===== config.mk =====
export PLATFORM = sky130hd
export DESIGN_NAME = cipher_stream_tx_flat
export DESIGN_NICKNAME = d
export VERILOG_FILES = /design/src/rtl/cipher_stream_tx_if.sv /design/src/rtl/cipher_stream_tx.sv /design/src/flat_wrapper.sv
export SDC_FILE = /design/constraint.sdc
export NUM_CORES = 1
export LEC_CHECK = 0
export ABC_CLOCK_PERIOD_IN_PS = 5800
export BUFFER_PORTS_ARGS = -buffer_cell sky130_fd_sc_hd__buf_2
export CAP_MARGIN = 40
export CORE_ASPECT_RATIO = 1.1
export CORE_MARGIN = 1
export CORE_UTILIZATION = 51
export DETAILED_ROUTE_END_ITERATION = 10
export PLACE_DENSITY = 0.8
export SYNTH_ARGS = -nofsm -noshare
export SYNTH_HDL_FRONTEND = slang
export SYNTH_SLANG_ARGS = --single-unit

===== constraint.sdc =====
create_clock -name clock_i -period 5.8 [get_ports clock_i]
set_input_delay 1.74 -clock clock_i [delete_from_list [all_inputs] [get_ports clock_i]]
set_output_delay 1.74 -clock clock_i [all_outputs]
set_load 0.1 [all_outputs]

===== src/rtl/cipher_stream_tx_if.sv =====
`default_nettype none
// ============================================================================
// Module   : cipher_stream_tx_if - valid/ready word stream with byte keep and last flag
// Revision : 1.0 - initial release
// ============================================================================
interface cipher_stream_tx_if #(
  parameter int WORD_W = 32
) ();
  logic [WORD_W-1:0]   word;
  logic [WORD_W/8-1:0] keep;
  logic                valid;
  logic                ready;
  logic                last;

  modport master (output word, keep, valid, last, input ready);
  modport slave  (input word, keep, valid, last, output ready);
endinterface
`default_nettype wire


===== src/rtl/cipher_stream_tx.sv =====
`default_nettype none
// ============================================================================
// Module   : cipher_stream_tx - serialises 128-bit ciphertext blocks into WORD_W-bit words
//            (CIPHER_TX_DBUF_EN adds a holding buffer for bubble-free back-to-back blocks)
// Revision : 1.0 - initial release
// ============================================================================
module cipher_stream_tx #(
  parameter int WORD_W = 32
) (
  input  logic         clock_i,
  input  logic         reset_i,
  input  logic         load_i,
  input  logic [127:0] cipher_i,
  input  logic         last_i,
  input  logic [4:0]   nbytes_i,
  output logic         busy_o,
  output logic         done_o,
  output logic         overrun_o,
  cipher_stream_tx_if.master tx
);
  localparam int N_WORDS = 128 / WORD_W;
  localparam int BPW     = WORD_W / 8;
  localparam int SH      = $clog2(BPW);
  localparam int IW      = $clog2(N_WORDS);
  localparam int CW      = IW + 1;

  localparam logic [0:0] S_IDLE = 1'b0;
  localparam logic [0:0] S_SEND = 1'b1;

  logic [4:0]     w_nb;
  logic [5:0]     w_nb_round;
  logic [CW-1:0]  w_cnt;
  logic [4:0]     w_rem;
  logic [BPW-1:0] w_keep;
  logic [127:0]   w_data;

  // Decode the incoming block: clamp the byte count, zero bytes past it, derive word count and final keep.
  always_comb begin
    w_nb = 5'd16;
    if (last_i && (nbytes_i < 5'd16)) w_nb = nbytes_i;
    w_nb_round = {1'b0, w_nb} + 6'(BPW - 1);
    w_cnt      = CW'(w_nb_round >> SH);
    w_rem      = w_nb & 5'(BPW - 1);
    w_keep     = '1;
    if (w_rem != 5'd0) begin
      for (int j = 0; j < BPW; j++) w_keep[j] = (5'(j) < w_rem);
    end
    for (int b = 0; b < 16; b++) begin
      w_data[b*8 +: 8] = (5'(b) < w_nb) ? cipher_i[b*8 +: 8] : 8'h00;
    end
  end

  logic [0:0]     r_state;
  logic [127:0]   r_buf;
  logic [CW-1:0]  r_cnt;
  logic [IW-1:0]  r_idx;
  logic           r_last;
  logic [BPW-1:0] r_lkeep;
  logic           r_done;
  logic [1:0]     r_owed;
  logic           r_overrun;

  logic [N_WORDS-1:0][WORD_W-1:0] w_words;
  logic       w_send;
  logic       w_on_last;
  logic       w_hs;
  logic       w_final;
  logic       w_accept;
  logic       w_zero;
  logic       w_take;
  logic [2:0] w_owed_tot;

`ifdef CIPHER_TX_DBUF_EN
  logic [127:0]   r_hbuf;
  logic [CW-1:0]  r_hcnt;
  logic           r_hlast;
  logic [BPW-1:0] r_hkeep;
  logic           r_hfull;

  assign busy_o = w_send && r_hfull;
`else
  assign busy_o = w_send;
`endif

  assign w_send     = (r_state == S_SEND);
  assign w_words    = r_buf;
  assign w_on_last  = ({1'b0, r_idx} == (r_cnt - CW'(1)));
  assign w_hs       = w_send && tx.ready;
  assign w_final    = w_hs && w_on_last;
  assign w_accept   = load_i && !busy_o;
  assign w_zero     = w_accept && (w_cnt == '0);
  assign w_take     = w_accept && !w_zero;
  // A zero-length block can complete in the same cycle as a streamed one; owe the extra pulse.
  assign w_owed_tot = {1'b0, r_owed} + {2'b00, w_final} + {2'b00, w_zero};

  assign tx.valid = w_send;
  assign tx.word  = w_send ? w_words[r_idx] : '0;
  assign tx.keep  = !w_send ? '0 : ((r_last && w_on_last) ? r_lkeep : '1);
  assign tx.last  = w_send && r_last && w_on_last;
  assign done_o    = r_done;
  assign overrun_o = r_overrun;

  always_ff @(posedge clock_i) begin
    if (reset_i) begin
      r_state   <= S_IDLE;
      r_buf     <= '0;
      r_cnt     <= '0;
      r_idx     <= '0;
      r_last    <= 1'b0;
      r_lkeep   <= '0;
      r_done    <= 1'b0;
      r_owed    <= 2'd0;
      r_overrun <= 1'b0;
`ifdef CIPHER_TX_DBUF_EN
      r_hbuf    <= '0;
      r_hcnt    <= '0;
      r_hlast   <= 1'b0;
      r_hkeep   <= '0;
      r_hfull   <= 1'b0;
`endif
    end else begin
      if (load_i && busy_o) r_overrun <= 1'b1;
      r_done <= (w_owed_tot != 3'd0);
      r_owed <= (w_owed_tot != 3'd0) ? 2'(w_owed_tot - 3'd1) : 2'd0;
      if (w_hs && !w_final) r_idx <= r_idx + IW'(1);
`ifdef CIPHER_TX_DBUF_EN
      if (w_final && r_hfull) begin
        r_buf   <= r_hbuf;
        r_cnt   <= r_hcnt;
        r_last  <= r_hlast;
        r_lkeep <= r_hkeep;
        r_idx   <= '0;
        r_hfull <= 1'b0;
      end else if (w_take && (!w_send || w_final)) begin
        r_buf   <= w_data;
        r_cnt   <= w_cnt;
        r_last  <= last_i;
        r_lkeep <= w_keep;
        r_idx   <= '0;
        r_state <= S_SEND;
      end else if (w_final) begin
        r_state <= S_IDLE;
      end
      if (w_take && w_send && !w_final) begin
        r_hbuf  <= w_data;
        r_hcnt  <= w_cnt;
        r_hlast <= last_i;
        r_hkeep <= w_keep;
        r_hfull <= 1'b1;
      end
`else
      if (w_take) begin
        r_buf   <= w_data;
        r_cnt   <= w_cnt;
        r_last  <= last_i;
        r_lkeep <= w_keep;
        r_idx   <= '0;
        r_state <= S_SEND;
      end else if (w_final) begin
        r_state <= S_IDLE;
      end
`endif
    end
  end
endmodule
`default_nettype wire

===== src/flat_wrapper.sv =====
// flat-port wrapper written by rule: the top's interface ports become plain ports
module cipher_stream_tx_flat 
#(
  parameter int WORD_W = 32
)
  (clock_i, reset_i, load_i, cipher_i, last_i, nbytes_i, busy_o, done_o, overrun_o, tx_word, tx_keep, tx_valid, tx_last, tx_ready);
  cipher_stream_tx_if #(.WORD_W(WORD_W)) tx_i ();
  input  logic clock_i;
  input  logic reset_i;
  input  logic load_i;
  input  logic [127:0] cipher_i;
  input  logic last_i;
  input  logic [4:0] nbytes_i;
  output logic busy_o;
  output logic done_o;
  output logic overrun_o;
  output wire logic [$bits(tx_i.word)-1:0] tx_word;
  output wire logic [$bits(tx_i.keep)-1:0] tx_keep;
  output wire logic [$bits(tx_i.valid)-1:0] tx_valid;
  output wire logic [$bits(tx_i.last)-1:0] tx_last;
  input wire logic [$bits(tx_i.ready)-1:0] tx_ready;
  assign tx_word = tx_i.word;
  assign tx_keep = tx_i.keep;
  assign tx_valid = tx_i.valid;
  assign tx_last = tx_i.last;
  assign tx_i.ready = tx_ready;
  cipher_stream_tx #(.WORD_W(WORD_W)) u_core (.clock_i(clock_i), .reset_i(reset_i), .load_i(load_i), .cipher_i(cipher_i), .last_i(last_i), .nbytes_i(nbytes_i), .busy_o(busy_o), .done_o(done_o), .overrun_o(overrun_o), .tx(tx_i));
endmodule

==> impl_metrics.env, run 1 <==
export IMPL_final_period_utilization=0.745
export IMPL_grt_start_max_net_pins=70
export IMPL_floorplan_initialDensity=0.525
export IMPL_die_w_um=103
export IMPL_grt_util_met1=0.308
export IMPL_fin_nets=793
export IMPL_max_clock_freq_mhz=231
export IMPL_coreArea_um2=11000
export IMPL_antenna_violations_before_repair=0
export IMPL_via_count=4654
export IMPL_postSynthNetCount=624
export IMPL_cellPowerDensity_nw_per_um2=364
export IMPL_worst_pin_slew_ns=0.857
export IMPL_setup_worst_path_end_class="flip-flop"
export IMPL_timing_setup_tns_ns=0
export IMPL_timing_critical_path_slowest_stage_cell="or4b_4"
export IMPL_critPathKind="in2reg"
export IMPL_maximum_ir_drop_on_the_vdd_rail_uv=241
export IMPL_synth_lib_cells_used_distinct=34
export IMPL_postSynthRegisterBits=143
export IMPL_final_layout_size_suffix_gt1_frac=0.382
export IMPL_port_buffer_count=178
export IMPL_finalClockSkew_ns=0.00742
export IMPL_worst_hold_path_type="reg2reg"
export IMPL_p_leak_nw=3.31
export IMPL_postSynth_asyncResetShare=0
export IMPL_synth_warnings=0
export IMPL_peak_per_stage_delay_on_the_critical_path_ns=0.58
export IMPL_grt_setup_unrepaired="false"
export IMPL_grt_busiest_layer="met2"
export IMPL_cts_root_buf="clkbuf_16"
export IMPL_finalWirelength_um=14700
export IMPL_yosysSeqAreaShare=0.497
export IMPL_status="finished, final reports clean"
export IMPL_rows=40
export IMPL_syn_instance_count=480
export IMPL_clkSinkCount=143
export IMPL_dieArea_um2=11700
export IMPL_num_io_pins=179
export IMPL_global_route_overflow_total=0
export IMPL_grt_first_pass_wirelength_um=23000
export IMPL_synth_area_leader="dfxtp_1"
export IMPL_num_antenna_cells=0
export IMPL_worstPathMaxFanout=8
export IMPL_drv_slew=0
export IMPL_synth_top_area_share=0.497
export IMPL_clock_latency_ns=0.42
export IMPL_cts_repair_resized=0
export IMPL_first_pass_iters=5
export IMPL_finalHoldViolations=0
export IMPL_die_h_um=113
export IMPL_cts_inserted_buffers=17
export IMPL_synth_top_flop_cell="dfxtp_1"
export IMPL_timing_critical_path_buf_inv=3
export IMPL_detailedPlacementHpwl_um=9960
export IMPL_final_antenna_net_count=0
export IMPL_clock_tree_htree_level_count=4
export IMPL_count_of_hold_fix_buffers_inserted_at_cts=0
export IMPL_crit_required_ns=6.12
export IMPL_final_min_clock_period_ns=4.32
export IMPL_number_of_buffers_inserted_by_post_cts_setup_repair=0
export IMPL_finish_stage_setup_viols=0
export IMPL_route_detailed_vias_per_inst=5.75
export IMPL_post_layout_nonfiller_instances=809
export IMPL_netlist_area_um2=5760
export IMPL_timing_max_slew_rel_slack=0.429
export IMPL_numPlacedInstances=777
export IMPL_synth_avg_cell_area_um2=12.0
export IMPL_commonest_cells_after_routing_fill_and_taps_aside="buf_2 (178), dfxtp_1 (141), a22o_1 (130)"
export IMPL_use_met3=0.0760
export IMPL_ctsLongestPathBuffers=2
export IMPL_drt_iter0_markers=195
export IMPL_synth_edf_count=0
export IMPL_detail_route_drc_violations=0
export IMPL_gr_usage_met2=0.440
export IMPL_max_cap_violations=0
export IMPL_globalRouteTotalUtil=0.262
export IMPL_cp_cell_sequence="buf_2, nor2b_1, and2_1, inv_1, ha_1, or4b_4, a21o_1, nor2_1, fa_1, inv_1, ha_1, a21o_1, nor2_1"
export IMPL_tritoncts="built"
export IMPL_layout_cells_most_common="buf_2"
export IMPL_worstSetupStartpointType="primary input"
export IMPL_grt_pass1_vias=4808
export IMPL_wl_per_cell_um=18.1
export IMPL_synth_area_leaders="dfxtp_1 (50%), a22o_1 (20%), mux4_2 (13%)"
export IMPL_cts_clk_slew_worst_paths_ns=0.05
export IMPL_gp_congestion=0.792
export IMPL_arrival_ns=4.64
export IMPL_path_delay_family="simple AND/OR/NAND/NOR gates"
export IMPL_syn_to_final_growth_pct=28.5
per-layer routing:
metal,wire (µm),vias to the layer above
met3,995,16
met4,135,0
met5,0,-
met1,6090,2276
li1,-,2193
met2,7460,169
per-stage QoR:
step           instance area [µm²]  hold slack (ns)   util  power (W)  setup WS, ns
2_1_floorplan                 5760            0.437      -    0.00140          1.20
4_1_cts                       7390            0.469  0.675    0.00271          1.50
5_1_grt                       7390            0.485  0.675    0.00279          1.29
3_3_place_gp                  6690            0.444  0.611    0.00149          1.18
3_5_place_dp                  6740            0.457  0.615    0.00151          1.05
6_report                      7390            0.465  0.675    0.00270          1.48
sequential cells by signal (all words and copies together), names as in the netlist:
name	count
u_core.busy_o	1
u_core.done_o	1
u_core.overrun_o	1
u_core.r_buf	128
u_core.r_cnt	3
u_core.r_idx	2
u_core.r_last	1
u_core.r_lkeep	4
u_core.r_owed	2
cell type report:
class / count / area (µm²)
clock buffer: 21 / 470
clock inverter: 11 / 185
fill: 842 / 3570
inverter: 8 / 30.0
multi-input combinational: 294 / 2680
sequential: 143 / 2870
tap: 147 / 184
timing repair buffer: 185 / 976
final timing paths:
check / start / slack (ns) / depth (start not counted) / endpoint
worst max-delay path: last_i / 1.48 / 13 / u_core.r_owed[1]
worst min-delay path: u_core.overrun_o / 0.46 / 2 / u_core.overrun_o
worst max register to register: u_core.busy_o / 3.09 / 5 / u_core.r_buf[23]
worst min register to register: u_core.overrun_o / 0.46 / 2 / u_core.overrun_o
worst reg2reg max path, cell delays in order (launching register included):
cell	delay, ns
dfxtp_1	0.38
buf_4	0.27
nor2b_1	0.52
nand2b_1	0.42
a21oi_1	0.79
a22o_1	0.25
power breakdown:
part / leakage, nW / internal, W / switching, W
clock: 0.319 / 0.000794 / 0.000407
sequential: 1.17 / 0.00106 / 0.0000446
combinational: 1.82 / 0.000143 / 0.000250
total: 3.31 / 0.00199 / 0.000701
kinds of logic after synthesis:
group                    count (synthesis)  synth area share
flip-flops                             143             0.497
adder cells (fa/ha/maj)                  6            0.0143
multiplexers                            32             0.125
AND/OR/NAND/NOR                         80            0.0769
buffers and inverters                   43            0.0365
XOR/XNOR                                 7            0.0107
AO/OA/AOI/OAI                          169             0.239
cells in the mapped netlist (all sizes together) (5+ instances only):
cell	n
o21ai	6
clkbuf	12
a22o	130
ha	5
inv	8
mux4	32
a21oi	21
and2	35
nand2	5
nand3	8
nor2	20
dfxtp	143
buf	23
xor2	5
(Power assumes the default switching activity.)
==> inputs of run 2 (changes only) <==
--- a/config.mk
+++ b/config.mk
@@ -5,14 +5,14 @@
 export SDC_FILE = /design/constraint.sdc
 export NUM_CORES = 1
 export LEC_CHECK = 0
-export ABC_CLOCK_PERIOD_IN_PS = 5800
+export ABC_CLOCK_PERIOD_IN_PS = 3850
 export BUFFER_PORTS_ARGS = -buffer_cell sky130_fd_sc_hd__buf_2
 export CAP_MARGIN = 40
 export CORE_ASPECT_RATIO = 1.1
 export CORE_MARGIN = 1
-export CORE_UTILIZATION = 51
+export CORE_UTILIZATION = 46
 export DETAILED_ROUTE_END_ITERATION = 10
-export PLACE_DENSITY = 0.8
+export PLACE_DENSITY = 0.76
 export SYNTH_ARGS = -nofsm -noshare
 export SYNTH_HDL_FRONTEND = slang
 export SYNTH_SLANG_ARGS = --single-unit
==> constraint.sdc (replaced) <==
create_clock -name clock_i -period 3.85 [get_ports clock_i]
set_input_delay 1.155 -clock clock_i [delete_from_list [all_inputs] [get_ports clock_i]]
set_output_delay 1.155 -clock clock_i [all_outputs]
set_load 0.1 [all_outputs]
==> run 2 against run 1 <==
  * Worst hold slack gained 0.0058 ns
  * Sequential power up 51%
  * Wire length increased by 0.55%
  * Non-clock buffer count is 9 higher
  * Critical endpoint is now tx_last
  * Largest cell class unchanged
  * Largest power group unchanged
  * Highest routed layer unchanged
==> impl_metrics.env, run 2 (synthesis gave the netlist of run 1 again) <==
export IMPL_tritoncts="built"
export IMPL_die_w_um=109
export IMPL_num_antenna_cells=0
export IMPL_via_count=4673
export IMPL_drv_slew=0
export IMPL_final_period_utilization=0.898
export IMPL_final_antenna_net_count=0
export IMPL_number_of_buffers_inserted_by_post_cts_setup_repair=0
export IMPL_globalRouteTotalUtil=0.239
export IMPL_drt_iter0_markers=251
export IMPL_layout_cells_most_common="buf_2"
export IMPL_cts_clk_slew_worst_paths_ns=0.06
export IMPL_worst_pin_slew_ns=0.831
export IMPL_worst_hold_path_type="reg2reg"
export IMPL_floorplan_initialDensity=0.474
export IMPL_worstSetupStartpointType="flip-flop"
export IMPL_fin_nets=802
export IMPL_ctsLongestPathBuffers=2
export IMPL_grt_setup_unrepaired="false"
export IMPL_clock_tree_htree_level_count=4
export IMPL_timing_critical_path_slowest_stage_cell="dfxtp_2"
export IMPL_syn_to_final_growth_pct=29.3
export IMPL_crit_required_ns=2.69
export IMPL_regMostFlops="u_core.r_buf"
export IMPL_cts_repair_resized=0
export IMPL_largest_register_ffs=128
export IMPL_gp_congestion=0.849
export IMPL_status="finished, final reports clean"
export IMPL_grt_pass1_vias=4655
export IMPL_timing_max_slew_rel_slack=0.446
export IMPL_die_h_um=119
export IMPL_count_of_hold_fix_buffers_inserted_at_cts=0
export IMPL_first_pass_iters=5
export IMPL_arrival_ns=2.30
export IMPL_totalPowerFinal_w=0.00396
export IMPL_clkSinkCount=143
export IMPL_global_route_overflow_total=0
export IMPL_cp_cell_sequence="xor2_1, nand4_1, nor2_1, buf_2"
export IMPL_detailedPlacementHpwl_um=10200
export IMPL_finalClockSkew_ns=0.0106
export IMPL_port_buffer_count=178
export IMPL_critPathKind="reg2out"
export IMPL_setup_worst_path_end_class="primary output"
export IMPL_coreArea_um2=12100
export IMPL_final_min_clock_period_ns=3.46
export IMPL_antenna_violations_before_repair=0
export IMPL_grt_start_max_net_pins=70
export IMPL_dieArea_um2=13000
export IMPL_rows=42
export IMPL_finish_stage_setup_viols=0
export IMPL_grt_first_pass_wirelength_um=23200
export IMPL_finalWirelength_um=14800
export IMPL_clock_latency_ns=0.43
export IMPL_route_detailed_vias_per_inst=5.66
export IMPL_peak_per_stage_delay_on_the_critical_path_ns=0.70
export IMPL_cts_inserted_buffers=17
export IMPL_maximum_ir_drop_on_the_vdd_rail_uv=361
export IMPL_p_leak_nw=3.33
export IMPL_cellPowerDensity_nw_per_um2=532
export IMPL_max_cap_violations=0
export IMPL_timing_setup_tns_ns=0
export IMPL_worstPathMaxFanout=17
export IMPL_cts_root_buf="clkbuf_16"
export IMPL_finalHoldViolations=0
export IMPL_wl_per_cell_um=17.9
export IMPL_top_regs="u_core.r_buf: 128 flops, u_core.r_lkeep: 4 flops, u_core.r_cnt: 3 flops"
export IMPL_commonest_cells_after_routing_fill_and_taps_aside="buf_2 (178), dfxtp_1 (141), a22o_1 (130)"
export IMPL_detail_route_drc_violations=0
export IMPL_num_io_pins=179
export IMPL_final_layout_size_suffix_gt1_frac=0.390
export IMPL_max_clock_freq_mhz=289
## run 2: final cells by class
class	count	area [µm²]
inverter	8	30.0
timing repair buffer	194	1050
fill	986	4700
clock buffer	23	488
sequential	143	2870
tap	154	193
multi-input combinational	294	2690
clock inverter	9	131
## run 2: path summary, 6_finish.rpt
| kind | start | end | slack, ns | cells past startpoint |
|---|---|---|---|---|
| setup / recovery | u_core.r_idx[0] | tx_last | 0.39 | 4 |
| hold / removal | u_core.overrun_o | u_core.overrun_o | 0.47 | 2 |
| hold reg to reg | u_core.overrun_o | u_core.overrun_o | 0.47 | 2 |
| setup reg to reg | u_core.r_idx[0] | u_core.r_owed[0] | 1.50 | 9 |
## run 2: layer usage
metal	part of all wire	wire length [µm]	vias up	global-route usage
li1	-	-	2207	-
met1	0.43	6320	2265	0.302
met2	0.49	7180	183	0.380
met3	0.068	1000	18	0.0635
met4	0.017	251	0	0.106
met5	0	0	-	0
## run 2: critical path: cells and delay by family (launching register included)
family        cells  cell delay [ns]
flops             1             0.70
xor+xnor          1             0.33
simple gates      2             0.41
buf+inv           1             0.44
## run 2: where the power goes
part	internal, W	switching (W)
Sequential	0.00159	0.0000645
Combinational	0.000225	0.000379
Clock	0.00109	0.000616
## run 2: stage by stage
stage                     setup slack, ns  utilization  instance area [µm²]  cells  hold WS, ns
after global placement              0.217        0.561                 6820    792        0.455
after CTS                           0.350        0.612                 7430    824        0.475
final                               0.392        0.613                 7440    825        0.470
after global routing                0.190        0.613                 7440    825        0.491
after floorplan                   0.00622            -                 5770    480        0.437
after detailed placement            0.102        0.561                 6820    792        0.459
==> inputs of run 3 (changes only) <==
--- a/config.mk
+++ b/config.mk
@@ -10,9 +10,8 @@
 export CAP_MARGIN = 40
 export CORE_ASPECT_RATIO = 1.1
 export CORE_MARGIN = 1
-export CORE_UTILIZATION = 46
+export CORE_UTILIZATION = 31
 export DETAILED_ROUTE_END_ITERATION = 10
-export PLACE_DENSITY = 0.76
 export SYNTH_ARGS = -nofsm -noshare
 export SYNTH_HDL_FRONTEND = slang
 export SYNTH_SLANG_ARGS = --single-unit
==> run 3 against run 2 <==
  * Sequential share of layout area is 0.58 points lower
  * Power fell by 3.1%
  * Clock skew is 0.0027 ns lower
  * Final cell count grew 11%
  * Utilization fell by 19 points
  * Register-to-register slack worse by 0.10 ns
  * Critical path type unchanged
  * Largest cell class unchanged
  * Largest power group is now sequential cells
==> impl_metrics.env, run 3 (synthesis gave the netlist of run 1 again) <==
export IMPL_status="finished, final reports clean"
export IMPL_final_period_utilization=0.890
export IMPL_clock_latency_ns=0.42
export IMPL_arrival_ns=2.27
export IMPL_grt_setup_unrepaired="false"
export IMPL_cts_clk_slew_worst_paths_ns=0.05
export IMPL_final_min_clock_period_ns=3.42
export IMPL_first_pass_iters=4
export IMPL_critPathKind="reg2out"
export IMPL_maximum_ir_drop_on_the_vdd_rail_uv=286
export IMPL_max_cap_violations=0
export IMPL_finalClockSkew_ns=0.00794
export IMPL_power_frac_clock=0.406
export IMPL_detailedPlacementHpwl_um=11700
export IMPL_timing_critical_path_slowest_stage_cell="buf_2"
export IMPL_syn_to_final_growth_pct=31.3
export IMPL_cts_root_buf="clkbuf_16"
export IMPL_die_h_um=145
export IMPL_coreArea_um2=17900
export IMPL_cts_inserted_buffers=17
export IMPL_grt_pass1_vias=4964
export IMPL_cellPowerDensity_nw_per_um2=508
export IMPL_finish_stage_setup_viols=0
export IMPL_antenna_violations_before_repair=1
export IMPL_floorplan_initialDensity=0.321
export IMPL_share_comb_of_total_power=0.161
export IMPL_post_layout_nonfiller_instances=917
export IMPL_seqPwrFrac=0.432
export IMPL_worstPathMaxFanout=5
export IMPL_totalPowerFinal_w=0.00384
export IMPL_final_antenna_net_count=0
export IMPL_worst_pin_slew_ns=0.941
export IMPL_timing_setup_tns_ns=0
export IMPL_drt_iter0_markers=194
export IMPL_gp_congestion=0.864
export IMPL_clkSinkCount=143
export IMPL_multi_input_area_um2=2690
export IMPL_power_switching_share=0.280
export IMPL_whs_ns=0.472
export IMPL_finalHoldViolations=0
export IMPL_peak_per_stage_delay_on_the_critical_path_ns=0.44
export IMPL_clock_tree_htree_level_count=4
export IMPL_finalWirelength_um=16200
export IMPL_max_clock_freq_mhz=292
export IMPL_commonest_cells_after_routing_fill_and_taps_aside="buf_2 (178), dfxtp_1 (141), a22o_1 (130)"
export IMPL_tritoncts="built"
export IMPL_route_detailed_vias_per_inst=5.11
export IMPL_grt_start_max_net_pins=70
export IMPL_global_route_overflow_total=0
export IMPL_top_regs="u_core.r_buf: 128 flops, u_core.r_lkeep: 4 flops, u_core.r_cnt: 3 flops"
export IMPL_p_leak_nw=3.35
export IMPL_via_count=4685
export IMPL_netSwitchingPower_w=0.00107
export IMPL_grt_first_pass_wirelength_um=25600
export IMPL_numPlacedInstances=885
export IMPL_largest_register_ffs=128
export IMPL_worstSetupStartpointType="flip-flop"
export IMPL_layout_cells_most_common="buf_2"
export IMPL_rows=51
export IMPL_worst_hold_path_type="reg2reg"
export IMPL_final_seq_area_um2=2870
export IMPL_count_of_hold_fix_buffers_inserted_at_cts=0
export IMPL_ctsLongestPathBuffers=2
export IMPL_port_buffer_count=178
export IMPL_final_layout_size_suffix_gt1_frac=0.397
export IMPL_globalRouteTotalUtil=0.173
export IMPL_cts_repair_resized=0
export IMPL_dieArea_um2=19100
export IMPL_regMostFlops="u_core.r_buf"
export IMPL_n_fill_cell=1721
export IMPL_drv_slew=0
export IMPL_cellInternalPower_w=0.00276
export IMPL_die_w_um=132
export IMPL_cp_cell_sequence="inv_1, ha_1, xor2_1, nand4_1, nor2_1, buf_2"
export IMPL_fin_nets=810
export IMPL_wl_per_cell_um=17.7
export IMPL_timing_max_slew_rel_slack=0.373
export IMPL_detail_route_drc_violations=0
export IMPL_number_of_buffers_inserted_by_post_cts_setup_repair=0
export IMPL_setup_worst_path_end_class="primary output"
export IMPL_num_io_pins=179
export IMPL_crit_required_ns=2.69
run 3: changes by cell type in the layout (fill, tap and decap cells not counted), sizes merged:
| cell | previous run | this run |
|---|---|---|
| bufinv | 3 | 2 |
| inv | 8 | 9 |
| clkinv | 3 | 6 |
| diode | 0 | 2 |
| clkbuf | 23 | 18 |
| buf | 194 | 202 |
run 3: path summary, 6_finish.rpt:
check,startpoint,endpoint,slack [ns],cells past startpoint
worst max-delay path,u_core.r_cnt[0],tx_last,0.43,6
worst min-delay path,u_core.r_cnt[1],u_core.r_cnt[1],0.47,1
worst max register to register,u_core.busy_o,u_core.r_owed[0],1.40,8
worst min register to register,u_core.r_cnt[1],u_core.r_cnt[1],0.47,1
run 3: per-stage QoR:
stage | util | worst slack, ns | instance area, µm²
final | 0.421 | 0.425 | 7560
after global routing | 0.421 | 0.239 | 7550
after CTS | 0.421 | 0.400 | 7550
after detailed placement | 0.390 | 0.0908 | 7000
after global placement | 0.388 | 0.160 | 6960
after floorplan | - | 0.00622 | 5770
run 3: power by group through the flow:
stage	Sequential (W)	Clock [W]	Combinational [W]
finish	0.00166	0.00156	0.000619
CTS	0.00166	0.00159	0.000625
floorplan	0.00169	0	0.000416
global placement	0.00169	0	0.000605
global route	0.00167	0.00166	0.000662
detailed placement	0.00169	0	0.000624
run 3: final cells by class:
cell class,count,share of cell area
clock inverter,12,0.0161
clock buffer,18,0.0568
antenna,2,0.000662
inverter,8,0.00397
timing repair buffer,202,0.148
sequential,143,0.379
tap,238,0.0394
multi-input combinational,294,0.356
run 3: per-layer routing:
metal  routed length [µm]  global-route usage  part of all wire
met2                 7970               0.289              0.49
met5                    0                   0                 0
met3                  916              0.0482             0.057
met1                 7100               0.211              0.44
met4                  205              0.0628             0.013
run 3: critical path: cells and delay by family (launching register included):
kind / cells / cell delay, ns
buf+inv: 2 / 0.50
xor+xnor: 1 / 0.26
flops: 1 / 0.36
fa+ha+maj: 1 / 0.30
simple gates: 2 / 0.43
